--- config.mk ---
export PLATFORM = sky130hd
export DESIGN_NAME = i2s_rx
export DESIGN_NICKNAME = d
export VERILOG_FILES = /design/src/rtl/i2s_rx.sv
export SDC_FILE = /design/constraint.sdc
export NUM_CORES = 1
export LEC_CHECK = 0
export CORE_ASPECT_RATIO = 1.4
export CORE_MARGIN = 2
export CORE_UTILIZATION = 50
export CTS_CLUSTER_SIZE = 10
export DETAILED_ROUTE_END_ITERATION = 6
export GPL_TIMING_DRIVEN = 0
export PLACE_DENSITY = 0.75
export SLEW_MARGIN = 15
export SYNTH_ARGS = -nofsm -noshare
export SYNTH_HDL_FRONTEND = slang
export SYNTH_SLANG_ARGS = --single-unit
export TNS_END_PERCENT = 5
--- constraint.sdc ---
create_clock -name i_clk -period 1.85 [get_ports i_clk]
set_clock_uncertainty 0.1 [all_clocks]
set_input_delay 0.2775 -clock i_clk [delete_from_list [all_inputs] [get_ports i_clk]]
set_output_delay 0.2775 -clock i_clk [all_outputs]
set_load 0.05 [all_outputs]
--- src/rtl/i2s_rx.sv ---
// Philips I2S receiver: synchronizes the external bit clock, word select and data,
// assembles left/right words and presents them as a valid/ready sample pair.
module i2s_rx #(
    parameter int DATA_W      = 32,
    parameter int SYNC_STAGES = 2
) (
    input  logic              i_clk,
    input  logic              i_rst_n,
    input  logic              enable,
    input  logic              tclk,
    input  logic              ws,
    input  logic              td,
    output logic [DATA_W-1:0] data_left,
    output logic [DATA_W-1:0] data_right,
    output logic              data_valid,
    input  logic              data_ready,
    output logic              overrun,
    input  logic              overrun_clr
);

    localparam int CNT_W = $clog2(DATA_W + 1);

    typedef enum logic [1:0] {
        IDLE = 2'd0,
        SYNC = 2'd1,
        RUN  = 2'd2
    } state_t;

    // One shared chain keeps tclk, ws and td aligned: {td, ws, tclk} per stage, index 0 newest.
    logic [SYNC_STAGES-1:0][2:0] sync_q;
    logic                        tclk_prev_q;
    logic                        last_ws_q;
    state_t                      state_q, state_d;
    logic [DATA_W-1:0]           word_q, word_d;
    logic [CNT_W-1:0]            bit_cnt_q, bit_cnt_d;
    logic [DATA_W-1:0]           left_hold_q, left_hold_d;
    logic                        left_done_q, left_done_d;
    logic [DATA_W-1:0]           data_left_q, data_left_d;
    logic [DATA_W-1:0]           data_right_q, data_right_d;
    logic                        data_valid_q, data_valid_d;
    logic                        overrun_q, overrun_d;

    logic              tclk_s, ws_s, td_s;
    logic              bit_event, ws_change, pair_done, transfer;
    logic [DATA_W-1:0] word_with_bit;

    assign tclk_s    = sync_q[SYNC_STAGES-1][0];
    assign ws_s      = sync_q[SYNC_STAGES-1][1];
    assign td_s      = sync_q[SYNC_STAGES-1][2];
    assign bit_event = tclk_s & ~tclk_prev_q;
    assign ws_change = bit_event & (ws_s != last_ws_q);
    assign transfer  = data_valid_q & data_ready;

    // Word with the current bit dropped into place; once bit_cnt saturates nothing matches.
    always_comb begin
        word_with_bit = word_q;
        for (int i = 0; i < DATA_W; i++) begin
            if (bit_cnt_q == CNT_W'(DATA_W - 1 - i)) begin
                word_with_bit[i] = td_s;
            end
        end
    end

    always_comb begin
        state_d     = state_q;
        word_d      = word_q;
        bit_cnt_d   = bit_cnt_q;
        left_hold_d = left_hold_q;
        left_done_d = left_done_q;
        pair_done   = 1'b0;
        case (state_q)
            IDLE: begin
                if (enable) begin
                    state_d = SYNC;
                end
            end
            SYNC: begin
                if (ws_change) begin
                    state_d   = RUN;
                    word_d    = '0;
                    bit_cnt_d = '0;
                end
            end
            RUN: begin
                if (ws_change) begin
                    word_d    = '0;
                    bit_cnt_d = '0;
                    if (!last_ws_q) begin
                        left_hold_d = word_with_bit;
                        left_done_d = 1'b1;
                    end else if (left_done_q) begin
                        pair_done   = 1'b1;
                        left_done_d = 1'b0;
                    end
                end else if (bit_event) begin
                    word_d = word_with_bit;
                    if (bit_cnt_q != CNT_W'(DATA_W)) begin
                        bit_cnt_d = bit_cnt_q + CNT_W'(1);
                    end
                end
            end
            default: state_d = IDLE;
        endcase
        if (!enable) begin
            state_d     = IDLE;
            word_d      = '0;
            bit_cnt_d   = '0;
            left_done_d = 1'b0;
            pair_done   = 1'b0;
        end
    end

    // A completing right word goes straight to the outputs alongside the held left word.
    always_comb begin
        data_left_d  = data_left_q;
        data_right_d = data_right_q;
        data_valid_d = data_valid_q & ~transfer;
        overrun_d    = overrun_q & ~overrun_clr;
        if (pair_done) begin
            if (!data_valid_q || transfer) begin
                data_left_d  = left_hold_q;
                data_right_d = word_with_bit;
                data_valid_d = 1'b1;
            end else begin
                overrun_d = 1'b1;
            end
        end
        if (!enable) begin
            data_valid_d = 1'b0;
        end
    end

    always_ff @(posedge i_clk or negedge i_rst_n) begin
        if (!i_rst_n) begin
            sync_q       <= '0;
            tclk_prev_q  <= 1'b0;
            last_ws_q    <= 1'b0;
            state_q      <= IDLE;
            word_q       <= '0;
            bit_cnt_q    <= '0;
            left_hold_q  <= '0;
            left_done_q  <= 1'b0;
            data_left_q  <= '0;
            data_right_q <= '0;
            data_valid_q <= 1'b0;
            overrun_q    <= 1'b0;
        end else begin
            sync_q       <= {sync_q[SYNC_STAGES-2:0], {td, ws, tclk}};
            tclk_prev_q  <= tclk_s;
            if (bit_event) begin
                last_ws_q <= ws_s;
            end
            state_q      <= state_d;
            word_q       <= word_d;
            bit_cnt_q    <= bit_cnt_d;
            left_hold_q  <= left_hold_d;
            left_done_q  <= left_done_d;
            data_left_q  <= data_left_d;
            data_right_q <= data_right_d;
            data_valid_q <= data_valid_d;
            overrun_q    <= overrun_d;
        end
    end

    assign data_left  = data_left_q;
    assign data_right = data_right_q;
    assign data_valid = data_valid_q;
    assign overrun    = overrun_q;

endmodule

# Word-level counts from Yosys, hierarchy flattened
# Cells that the tools add are included.
# op_classes
muxes	60
n_reduce_logical	10
n_addsub	1
bitwise	9
eq_ne	42
# op_table
operator	count
$mux 32	4
$eq 6x5->1 const B	16
$pmux 32 s2	1
$eq 6x4->1 const B	8
$mux 1	46
$mux 6	5
$eq 6x3->1 const B	4
$eq 6x2->1 const B	2
$pmux 6 s2	1
$ne 4x4->1 const B	2
$add 6x1->6 const B	1
$eq 6x1->1 const B	1
$logic_not 6->1	1
$ne 6x6->1 const B	1
$pmux 2 s3	1
$reduce_and 2->1	3
$reduce_and 3->1	2
$and 1x1->1	5
$mux 2	2
$ne 2x1->1 const B	2
$not 1->1	4
$reduce_and 4->1	1
$ne 3x1->1 const B	1
$ne 3x3->1 const B	1
other kinds (7)	7
# totals
in_bits	8
out_inout_bits	66
reg_bits	147

# Logic depth before layout (Yosys ltp)
# depth
word_depth	8
depth_mapped	6
ltp_nobuf	6

# Least setup slack after synthesis
# OpenSTA, ideal clock, no wires.
# synth_timing
path_type	register to register
startpoint	register bit_cnt_q[0]
endpoint	register bit_cnt_q[1]
setup_time_ns	0.079
arrival_ns	1.772
path_stages_with_launch	7
n_path_buf	0
setup_slack_ns	-0.101
path_cell_list	dfrtp_1 inv_1 ha_1 or3b_2 nor3_1 o221a_2 mux2i_1
# synth_between
elab_chain_len	6
elab_cells_between_ends	9
classes_between	add/sub: 1; eq/ne: 2; mux: 5; reduce/logical: 1
# synth_rtl
element	line	rtl
start: declaration	35	logic [CNT_W-1:0] bit_cnt_q, bit_cnt_d;
start signal: assignment	155	bit_cnt_q <= bit_cnt_d;
$add 6x1->6	98	bit_cnt_d = bit_cnt_q + CNT_W'(1);
$mux 6	97	if (bit_cnt_q != CNT_W'(DATA_W)) begin
$mux 6	95	end else if (bit_event) begin
$mux 6	85	if (ws_change) begin
$pmux 6 s2	71	case (state_q)
$mux 6	104	if (!enable) begin
# Parallel ways exist; a longest one is shown, timed or not. The select of a mux whose other input is x is not followed.
# A chain may end at the register's enable or synchronous reset.

# Worst setup path after layout
# layout_timing
startpoint	register state_q[0]
endpoint	register bit_cnt_q[2]
# layout_between
elab_chain_len	3
elab_cells_between_ends	9
classes_between	eq/ne: 6; mux: 2; reduce/logical: 1
# layout_rtl
element	line	rtl
start: declaration	33	state_t state_q, state_d;
start signal: assignment	153	state_q <= state_d;
$eq 2x2->1 or $eq 2x1->1 (tied branches)	71	
$ne 4x4->1 (no source line), or another cell as far along	--	
$reduce_and 4->1 (no source line) or $mux 6 (tied branches)	--	
# Parallel ways exist; a longest one is shown, timed or not.

==> run metrics <==
Worst path slowest cell dfrtp_2; synth warn 0; clk buf depth 2; # diodes 0; Placeable Area around 12,000 sq um; Site Rows between 40 and 50; ratio of cells with drive above 1 in the final layout 25.7%; final period utilization 106%; Hold WS 188 ps; CTS clk-pin slew, worst paths ~60 ps; Syn Inst Count 559; DR pass1 iterations 5; RSZ-0062 raised after global routing true; Post-layout nets between 600 and 700; slew margin rel. 61.6%; Critical path origin state_q[0]$_DFFE_PN0P_; Final Core Density 68.7%; Worst Slack Setup Final -120 ps; Post-Syn Area per Cell ~11 sq um; finished layout cell area 8500 sq um; fin. max-slew vios 0; Sink Count 147; Total Wirelength 16,800 microns; CTS tree built; reg2reg path depth 5; Synth area leaders dfrtp_1, mux2_4, o21ai_0; overall power 0.00734 W; CP max FO 10; Cell Chain, Critical Path nand4bb_4 -> or3_4 -> buf_6 -> nor4b_4 -> a221o_1; clock latency on the worst-skew pair 420 ps; setup violators final 50; Fin. Hold Viols 0; initial antenna violation count 0; Worst setup SP type flop; Main synth FF type dfrtp_1; routed vias slightly above 5,000; max cap viols 0; first-pass GRT wire length 25,800 microns; Worst-Margin Slew 577 ps; cts bufs inserted 17; Die Y 138 microns; worst hold path class input port to flop; Post-synth EDFFs 0; vias in the first global route just under 5,000; pin count of the biggest net entering global routing 114; synth cell count leaders dfrtp_1, o21ai_0, a21oi_1; antenna-violating nets left 0; io pins 74; fin crit period 1970 ps; hold path startpoint tclk; Area after DPL between 7000 and 8000 sq um; Crit. path cell count 5; H-tree Lvls 4; WP buf/inv 1; final routed DRC violation total 0; highest clock rate 0.508 GHz; synthesized cell area roughly 6400 sq um; sequential share of the synthesized area 57.7%; cell with the most instances after synthesis dfrtp_1; vias per cell 6.03; gpl congestion 0.905; post-DR wirelength/cell about 20 microns; HPWL after DPL 10,700 microns; GRT overflow 0; Top delay family on crit path simple AND/OR/NAND/NOR gates; chip width just under 100 microns; pre-CTS WS -733 ps; WP data arrival 2230 ps; #FFs+latches synth 147; Layout area overhead 33.3%; Post-synth ARST share 100%; Initial Utilization 51.5%; Worst VDD drop 0.452 mV; CP Data Required Time 2110 ps; I/O Buffers 73; top-area cell type share of the netlist area approximately 58%; Worst Setup End Kind flop; Iter 0 DRT Violations 529; post-synth cell types 47; total track usage between 20% and 30%; critical path endpoint bit_cnt_q[2]$_DFFE_PN0P_; status finished with violations; Die ar. 13,700 sq um; net count after synthesis approximately 570; Reg2Reg Capture Point bit_cnt_q[2]$_DFFE_PN0P_; Yosys top cell by area dfrtp_1; P_leak 4.26 nW; critical path class flop to flop; slowest cell delay on critical path between 400 and 500 ps; worst r2r src state_q[0]$_DFFE_PN0P_; failing checks negative setup slack; R2R Setup Slk -120 ps; power per cell area 863 nW/um^2; Clock Tree Root clkbuf_16
cells by family (layout without fill, tap and decap cells):
family,after synthesis,in the layout,share of synthesized area (%)
AOI/OAI and AO/OA,169,169,14.8
xor gates and xnor gates,2,2,0.392
adders and majority gates,4,4,0.785
buffers and inverters,59,185,4.28
DFF,147,147,57.7
muxes,66,66,12.7
and+or+nand+nor,112,112,9.42
power breakdown:
part           internal [W]  leakage (nW)  total, W  switching (W)
clock               0.00221         0.293   0.00363        0.00141
sequential          0.00330          2.02   0.00336      0.0000648
combinational      0.000139          1.95  0.000344       0.000206
total               0.00565          4.26   0.00734        0.00169
per-stage QoR:
| stage | instances | setup TNS [ps] |
|---|---|---|
| finish | 835 | -1090 |
| global route | 835 | -5960 |
| CTS | 823 | -1250 |
| detailed placement | 783 | -72200 |
| global placement | 782 | -813270 |
| floorplan | 559 | -308 |
layer usage:
layer  wire length (microns)  global-route usage [%]  vias up
met5                       0                       0        -
met4                     681                    10.4        0
met3                    1010                    5.63       53
met2                    8550                    41.0      245
met1                    6570                    30.7     2516
li1                        -                       -     2225
registers in the layout, summed over array words and instances (netlist names), 2 cells and up:
signal	count
data_left	32
data_right	32
left_hold_q	32
word_q	32
bit_cnt_q	6
sync_q	6
state_q	2
cell type report:
class / instances / area [sq um]
fillers: 875 / 3870
flip-flops and latches: 147 / 3690
multi-input cells: 353 / 2730
repair buffers: 94 / 861
clock buffers: 19 / 453
plain buffers: 38 / 334
well taps: 150 / 188
clock inverters: 13 / 173
inverters: 21 / 78.8
timing repair:
| item | 4_1_cts | 5_1_grt |
|---|---|---|
| resized for setup | 137 | 102 |
| hold endpoints to repair | 34 | 0 |
| setup buffers | 7 | 11 |
| gates cloned | 0 | 1 |
| hold buffers | 1 | 0 |
| endpoints found under the setup margin | 201 | 127 |
| pin swaps | 6 | 13 |
worst register-to-register path: stages (launching register included):
cell and delay (ps):
dfrtp_2 440, nand4bb_4 320, or3_4 440, buf_6 160, nor4b_4 270, a221o_1 170
layout by cell type (no fill, tap or decap), types with 9 or more instances in the layout:
master,n
a21oi_1,49
a22o_1,10
and3_1,9
buf_4,18
buf_6,9
clkbuf_16,17
dfrtp_1,140
dlygate4sd2_1,66
inv_1,19
mux2_4,28
mux2i_1,18
mux2i_2,12
nand2_1,12
nand3_1,20
nor2_1,34
o21ai_0,65
o21ai_1,18
o22ai_1,11
worst min path at each step:
stage	to	depth (start not counted)
final	sync_q[0]$_DFF_PN0_	1
after floorplan	bit_cnt_q[0]$_DFFE_PN0P_	0
after global routing	sync_q[2]$_DFF_PN0_	1
after detailed placement	sync_q[0]$_DFF_PN0_	1
after global placement	sync_q[5]$_DFF_PN0_	0
after CTS	sync_q[0]$_DFF_PN0_	1
Note: power is estimated with default switching activity, not from simulation.
